**src/rtl/calc1_port_scheduler.sv**
```systemverilog
// rtl/calc1_port_scheduler.sv - round-robin scheduler sharing one calc1 request port
// Arbitrates requesters, drives the two-cycle calc1 issue and returns resp/data to the winner.
module calc1_port_scheduler #(
  parameter int NUM_REQ = 4,
  parameter int DATA_W  = 32,
  parameter int TIMEOUT = 15
) (
  input  logic                      c_clk,
  input  logic                      reset,
  input  logic [0:NUM_REQ-1]        req_valid,
  input  logic [0:4*NUM_REQ-1]      req_cmd,
  input  logic [0:DATA_W*NUM_REQ-1] req_op1,
  input  logic [0:DATA_W*NUM_REQ-1] req_op2,
  output logic [0:NUM_REQ-1]        grant,
  output logic [0:NUM_REQ-1]        done,
  output logic [0:1]                done_resp,
  output logic [0:DATA_W-1]         done_data,
  output logic                      done_timeout,
  output logic [0:3]                calc_cmd,
  output logic [0:DATA_W-1]         calc_data,
  input  logic [0:1]                calc_resp,
  input  logic [0:DATA_W-1]         calc_data_in,
  output logic                      busy
);
  localparam int PTR_W = (NUM_REQ > 1) ? $clog2(NUM_REQ) : 1;

  typedef enum logic [2:0] {S_IDLE, S_ISSUE1, S_ISSUE2, S_WAIT, S_RESP} state_t;
  state_t state, state_n;

  logic [PTR_W-1:0]  ptr, ptr_next, win, win_r, hi_win, lo_win;
  logic              hi_found, lo_found, found;
  logic [3:0]        cmd_r;
  logic [DATA_W-1:0] op1_r, op2_r, data_r;
  logic [1:0]        resp_r;
  logic              tout_r, grant_r;
  logic [7:0]        cnt;
  logic              wait_expired;

  logic [3:0]        cmd_arr [NUM_REQ];
  logic [DATA_W-1:0] op1_arr [NUM_REQ];
  logic [DATA_W-1:0] op2_arr [NUM_REQ];

  always_comb begin
    for (int i = 0; i < NUM_REQ; i++) begin
      cmd_arr[i] = req_cmd[4*i +: 4];
      op1_arr[i] = req_op1[DATA_W*i +: DATA_W];
      op2_arr[i] = req_op2[DATA_W*i +: DATA_W];
    end
  end

  // Lowest valid at/after ptr wins; otherwise wrap to the lowest valid overall.
  always_comb begin
    hi_found = 1'b0;
    lo_found = 1'b0;
    hi_win   = '0;
    lo_win   = '0;
    for (int i = NUM_REQ - 1; i >= 0; i--) begin
      if (req_valid[i]) begin
        lo_found = 1'b1;
        lo_win   = PTR_W'(i);
        if (i >= int'(ptr)) begin
          hi_found = 1'b1;
          hi_win   = PTR_W'(i);
        end
      end
    end
    found    = lo_found;
    win      = hi_found ? hi_win : lo_win;
    ptr_next = (int'(win) == NUM_REQ - 1) ? '0 : win + 1'b1;
  end

  assign wait_expired = (cnt == 8'(TIMEOUT - 1));

  always_ff @(posedge c_clk or posedge reset) begin
    if (reset) begin
      state   <= S_IDLE;
      ptr     <= '0;
      win_r   <= '0;
      cmd_r   <= '0;
      op1_r   <= '0;
      op2_r   <= '0;
      resp_r  <= '0;
      data_r  <= '0;
      tout_r  <= 1'b0;
      grant_r <= 1'b0;
      cnt     <= '0;
    end else begin
      state   <= state_n;
      grant_r <= 1'b0;
      case (state)
        S_IDLE: begin
          if (found) begin
            grant_r <= 1'b1;
            win_r   <= win;
            ptr     <= ptr_next;
            cmd_r   <= cmd_arr[win];
            op1_r   <= op1_arr[win];
            op2_r   <= op2_arr[win];
            // Preloaded answer for a zero cmd; issued ops overwrite it in WAIT.
            resp_r  <= 2'b11;
            data_r  <= '0;
            tout_r  <= 1'b0;
          end
        end
        S_ISSUE2: cnt <= '0;
        S_WAIT: begin
          if (calc_resp != 2'b00) begin
            resp_r <= calc_resp;
            data_r <= calc_data_in;
          end else if (wait_expired) begin
            resp_r <= 2'b00;
            data_r <= '0;
            tout_r <= 1'b1;
          end else begin
            cnt <= cnt + 8'd1;
          end
        end
        default: ;
      endcase
    end
  end

  always_comb begin
    state_n = state;
    case (state)
      S_IDLE:   if (found) state_n = (cmd_arr[win] == 4'd0) ? S_RESP : S_ISSUE1;
      S_ISSUE1: state_n = S_ISSUE2;
      S_ISSUE2: state_n = S_WAIT;
      S_WAIT:   if (calc_resp != 2'b00 || wait_expired) state_n = S_RESP;
      S_RESP:   state_n = S_IDLE;
      default:  state_n = S_IDLE;
    endcase
  end

  always_comb begin
    grant        = '0;
    done         = '0;
    done_resp    = '0;
    done_data    = '0;
    done_timeout = 1'b0;
    calc_cmd     = '0;
    calc_data    = '0;
    busy         = (state != S_IDLE);
    grant[win_r] = grant_r;
    case (state)
      S_ISSUE1: begin
        calc_cmd  = cmd_r;
        calc_data = op1_r;
      end
      S_ISSUE2: calc_data = op2_r;
      S_RESP: begin
        done[win_r]  = 1'b1;
        done_resp    = resp_r;
        done_data    = data_r;
        done_timeout = tout_r;
      end
      default: ;
    endcase
  end
endmodule

```
**config.mk**
```make
export PLATFORM = sky130hd
export DESIGN_NAME = calc1_port_scheduler
export DESIGN_NICKNAME = d
export VERILOG_FILES = /design/src/rtl/calc1_port_scheduler.sv
export SDC_FILE = /design/constraint.sdc
export NUM_CORES = 1
export LEC_CHECK = 0
export ABC_AREA = 1
export BUFFER_PORTS_ARGS = -buffer_cell sky130_fd_sc_hd__buf_4
export CAP_MARGIN = 30
export CORE_MARGIN = 2
export CORE_UTILIZATION = 35
export CTS_CLUSTER_SIZE = 16
export DETAILED_ROUTE_END_ITERATION = 8
export PLACE_DENSITY_LB_ADDON = 0.1
export SLEW_MARGIN = 20
export SYNTH_ARGS = -nofsm -noshare
export SYNTH_HDL_FRONTEND = slang
export SYNTH_SLANG_ARGS = --single-unit
```
**constraint.sdc**
```tcl
create_clock -name c_clk -period 3.8 [get_ports c_clk]
set_input_delay 0.19 -clock c_clk [delete_from_list [all_inputs] [get_ports c_clk]]
set_output_delay 0.19 -clock c_clk [all_outputs]
set_load 0.02 [all_outputs]
```
## Yosys cells after proc, flatten, opt, wreduce, memory -nomap -nowiden

Cells that the tools add are included.

| storage, ports and cells | value |
|---|---|
| flip-flop bits (word level) | 119 |
| input bits | 312 |
| output and inout bits | 80 |

| cells by class | value |
|---|---|
| add/subtract/negate cells | 2 |
| order comparisons | 6 |
| equality and inequality tests | 12 |
| muxes and demuxes | 60 |
| bitwise logic cells | 3 |
| reduce and logical (&&, ||, !) cells | 13 |

Operators with widths:

| kind | number |
|---|---|
| two-way mux 32 bit | 8 |
| binary-select mux 32 bit (select 2 bit) | 2 |
| one-hot mux 32 bit (2 select lines) | 2 |
| two-way mux 2 bit | 16 |
| two-way mux 1 bit | 17 |
| two-way mux 4 bit | 4 |
| two-way mux 8 bit | 2 |
| one-hot mux 8 bit (2 select lines) | 1 |
| one-hot mux 3 bit (4 select lines) | 1 |
| != test 2 bit, second input constant | 5 |
| two-way mux 3 bit | 3 |
| adder 8 x 1 -> 8 bit, second input constant | 1 |
| binary-select mux 4 bit (select 2 bit) | 1 |
| == test 8 x 4 -> 1 bit, second input constant | 1 |
| == test 3 x 2 -> 1 bit, second input constant | 2 |
| greater-or-equal comparator 3 bit, second input constant | 2 |
| inverter 2 -> 3 bit | 2 |
| AND reduction 3 bit | 2 |
| nonzero test 2 bit | 3 |
| bitwise AND 4 bit | 1 |
| greater-or-equal comparator 1 x 2 -> 1 bit, first input constant | 2 |
| zero test 4 bit | 1 |
| one-hot mux 2 bit (2 select lines) | 1 |
| AND reduction 2 bit | 2 |
| other kinds (14) | 14 |

## Logic depth before layout (Yosys ltp)

| depth | value |
|---|---|
| depth after elaboration | 16 |
| mapped depth | 14 |

## Worst setup path after synthesis

No wires, ideal clock.

| path | value |
|---|---|
| path type | flip-flop to flip-flop |
| start | register state[2] |
| end | register op1_r[0] |
| setup time | 135 ps |
| data arrival time | 1601 ps |
| required time | 3665 ps |
| path slack | 2064 ps |
| stages on the path, launching flop included | 7 |
| buffers on the path | 2 |
| clock period less this slack | 1736 ps |
| cells stage by stage | dfrtp_1 -> nor2_4 -> nand2_1 -> nor2_4 -> buf_2 -> buf_1 -> a31oi_1 |

| between the ends | value |
|---|---|
| cells in the longest elaborated chain, start to end | 2 |

RTL lines:

| element | RTL line | RTL |
|---|---|---|
| from (decl) | 28 | `state_t state, state_n;` |
| from (signal assigned) | 88 | `state <= state_n;` |
| zero test 3 bit | 90 | `case (state)` |
| AND reduction 2 bit (no source line) | -- |  |
| to (signal assigned) | 97 | `op1_r <= op1_arr[win];` |
| to (decl) | 33 | `logic [DATA_W-1:0] op1_r, op2_r, data_r;` |

Every way passes these cells.
A chain may end at the register's enable or synchronous reset.

## Final worst setup path

| path | value |
|---|---|
| start | register state[0] |
| end | output calc_data[6] (netlist bit) |

| between the ends | value |
|---|---|
| cells in the longest elaborated chain, start to end | 2 |
| elaborated cells between the ends (all ways) | 3 |

RTL lines:

| element | RTL line | RTL |
|---|---|---|
| == test 3 x 2 -> 1 bit or == test 3 x 1 -> 1 bit (tied branches) | 145 | `case (state)` |
| one-hot mux 32 bit (2 select lines) (*) | 145 |  |
| to (decl) | 20 | `output logic [0:DATA_W-1] calc_data,` |

Mark *: on every way between the ends. The rest lies on a longest branch, timed or not.

==> impl_results.md <==
* Worst R2R Path Depth at 9
* Clock tree sinks at 119
* Via density at 5.01
* WP data arrival at 2.39 ns
* First-pass GRT wire length at 43.9 mm
* Pre-Repair DR Iteration Count at 5
* Final cell utilization of the core at 52.8%
* Post-Syn Area at 0.00752 mm²
* PortBufs at 391
* Die width at 151 µm
* Req. time, crit path at 3.61 ns
* Setup Skew at 0.00998 ns
* Avg WL per Cell at 17.5 µm
* Synth area leaders: dfrtp_1, nor2_1, o21ai_0
* WHS at 0.0189 ns
* Number of synthesized flops with an enable pin at 0
* Crit-path max cell delay at 0.35 ns
* Initial antenna violation count at 0
* Main combinational cell family by area after synthesis: simple AND/OR/NAND/NOR gates
* Die height at 151 µm
* Synth Area in Simple Gates at 27.0%
* Antenna viol nets, final at 0
* Worst Hold Class: in -> reg
* Clock slew at reported path FFs at 0.06 ns
* Most numerous cell in the Yosys netlist: nor2_1
* DR iter-0 viols at 536
* Kind of critical path: reg -> out
* FMAX at 388 MHz
* Num ports at 392
* Register area share after synthesis at 39.6%
* Ant. Diodes at 0
* Vias at 8540
* Library cells used by synthesis at 33
* Total Power at 0.00906 W
* Area of the core at 0.0211 mm²
* Synth Area per Inst at 7.06 µm²
* Syn_nets at 1379
* Top cell by count, worst path: buf_4
* Post-CTS Hold Buffers at 6
* Initial Util at 35.7%
* TNS Setup at 0 ns
* Worst-Margin Slew at 0.891 ns
* Synth warn at 0
* Post-Synth Adder-Cell Area at 0.333%
* P&R area growth vs syn at 48.0%
* Die area at 0.0227 mm²
* Top post-synthesis cells by count: nor2_1, dfrtp_1, o21ai_0, inv_1, o21ai_1
* Max VDD drop at 0.483 mV
* Post-Route WL at 29.8 mm
* RSZ-0062 raised after global routing: false
* Placement Setup Slack at 1.38 ns
* Cell taking the most area after synthesis: dfrtp_1
* Flops & latches, synth at 119
* Tmin final at 2.58 ns
* Final setup vio count at 0
* Post_cts resized at 0
* FILL cells at 2103
* Compound-Gate Fraction of Synth Area at 22.2%
* Mapped Cells at 1065
* Final Max Tran Viols at 0
* Clock buffer depth at 2
* Clock Latency Late Sink at 0.42 ns
* Post-synthesis mux area share at 0%
* Cts bufs inserted at 17
* Fin crit share at 67.8%
* Top-area cell type share of the netlist area at 39.6%
* Top_reg_cell synth: dfrtp_1
* Crit path max-delay family: buffers and inverters
* Final-report hold violation count at 0
* Fraction of registers with async set/reset at 100%
* Final HPWL DP at 22.7 mm
* Pleak at 5.30 nW
* XOR/XNOR share of the synthesized area at 0.116%
* Root buf cell: clkbuf_16
* Tot GR Track Use at 25.5%
* H-tree depth at 4
* Pin count of the biggest net entering global routing at 85
* Outcome: completed
* Worst-path cell chain: buf_4, inv_1, nand2_1, clkinv_1, buf_4, a32o_1, buf_4
* WP buf/inv at 5
* DR DRC count at 0
* Critical Path End Type: output pin
* Share of cells above drive strength 1 at 32.2%
* Grt total ovfl at 0
* WHS Path Cells at 3
* GP Congestion at 0.814
* CTS tree: built
* Worst setup SP type: register
* Postcts setup bufs at 0
* Vias in the first global route at 8045
* Levels on crit path at 7
* Site Rows at 53
* Power density cells at 814 mW/mm²
* Worst setup margin at 1.22 ns
* Max_slew headroom at 40.6%
* Layout Nets at 1729
* Crit-path max FO at 35
* Slowest-stage cell, CP: buf_4
* Max_cap viols at 0
==> tightest hold or removal path: cells and delay by family <==
| family | cells | cell delay, ns |
|---|---|---|
| simple gates | 1 | 0.06 |
| compound gates | 1 | 0.07 |
| buf+inv | 1 | 0.08 |
==> where the power goes <==
part	switching, W	total, W	internal [W]	leakage [nW]
registers	0.000438	0.00233	0.00189	1.43
clock network	0.000620	0.00161	0.000987	0.287
logic	0.00327	0.00513	0.00186	3.58
total	0.00433	0.00906	0.00473	5.30
==> registers in the layout, summed over array words and instances, names as in the netlist <==
register and flops:
win_r 2, data_r 32, ptr 2, cnt 8, grant_r 1, state 3, op2_r 32, cmd_r 4
tout_r 1, resp_r 2, op1_r 32
==> logic make-up (layout without fill, tap and decap cells) <==
group	count (synthesis)	in the layout
compound gates	282	282
xor+xnor	1	1
fa+ha+maj	2	2
buf+inv	163	526
flops	119	119
simple gates	498	498
==> path summary, 6_finish.rpt <==
path	start	endpoint	slack, ns
max	state[0]$_DFFE_PP0P_	calc_data[6]	1.22
min	calc_data_in[27]	data_r[4]$_DFFE_PP0P_	0.02
max reg2reg	ptr[1]$_DFFE_PP0P_	op1_r[7]$_DFFE_PP0P_	1.42
min reg2reg	data_r[16]$_DFFE_PP0P_	data_r[16]$_DFFE_PP0P_	0.54
max in group asynchronous	reset	op2_r[10]$_DFFE_PP0P_	2.33
min in group asynchronous	reset	op2_r[13]$_DFFE_PP0P_	0.49
==> area by class of cell <==
type	count	area (µm²)	share of cell area, %
Tap cell	275	344	3.09
Clock buffer	18	439	3.95
Timing Repair Buffer	413	3170	28.5
Multi-Input combinational cell	783	3740	33.6
Inverter	81	309	2.78
Sequential cell	119	2980	26.8
Clock inverter	14	151	1.36
==> routing by layer <==
layer / share of wire, % / global-route usage [%] / vias up
met1: 40 / 30.5 / 3962
li1: - / - / 4246
met5: 0 / 0 / -
met2: 52 / 46.3 / 302
met4: 1.8 / 7.34 / 0
met3: 6.4 / 5.15 / 30
==> through the flow <==
step / instances / instance area (µm²)
after floorplan: 1065 / 7520
after global placement: 1664 / 10500
after detailed placement: 1665 / 10500
after CTS: 1703 / 11100
after global routing: 1703 / 11100
final: 1703 / 11100
==> placed cells by master (no fill, tap or decap), types with 3 or more instances in the layout <==
cell type,count
dfrtp_1,119
a32o_1,32
clkbuf_16,17
o21ai_1,74
nor3_1,11
nand2_2,3
clkinv_4,5
nand3_1,51
a21oi_1,7
nand3_2,3
inv_2,3
nor2_1,378
nand2_1,40
a31oi_1,64
o21ai_0,101
buf_4,403
buf_12,3
nor2_2,3
inv_1,75
nand3b_1,3
dlygate4sd3_1,6
clkinv_2,3
(Power assumes the default switching activity.)
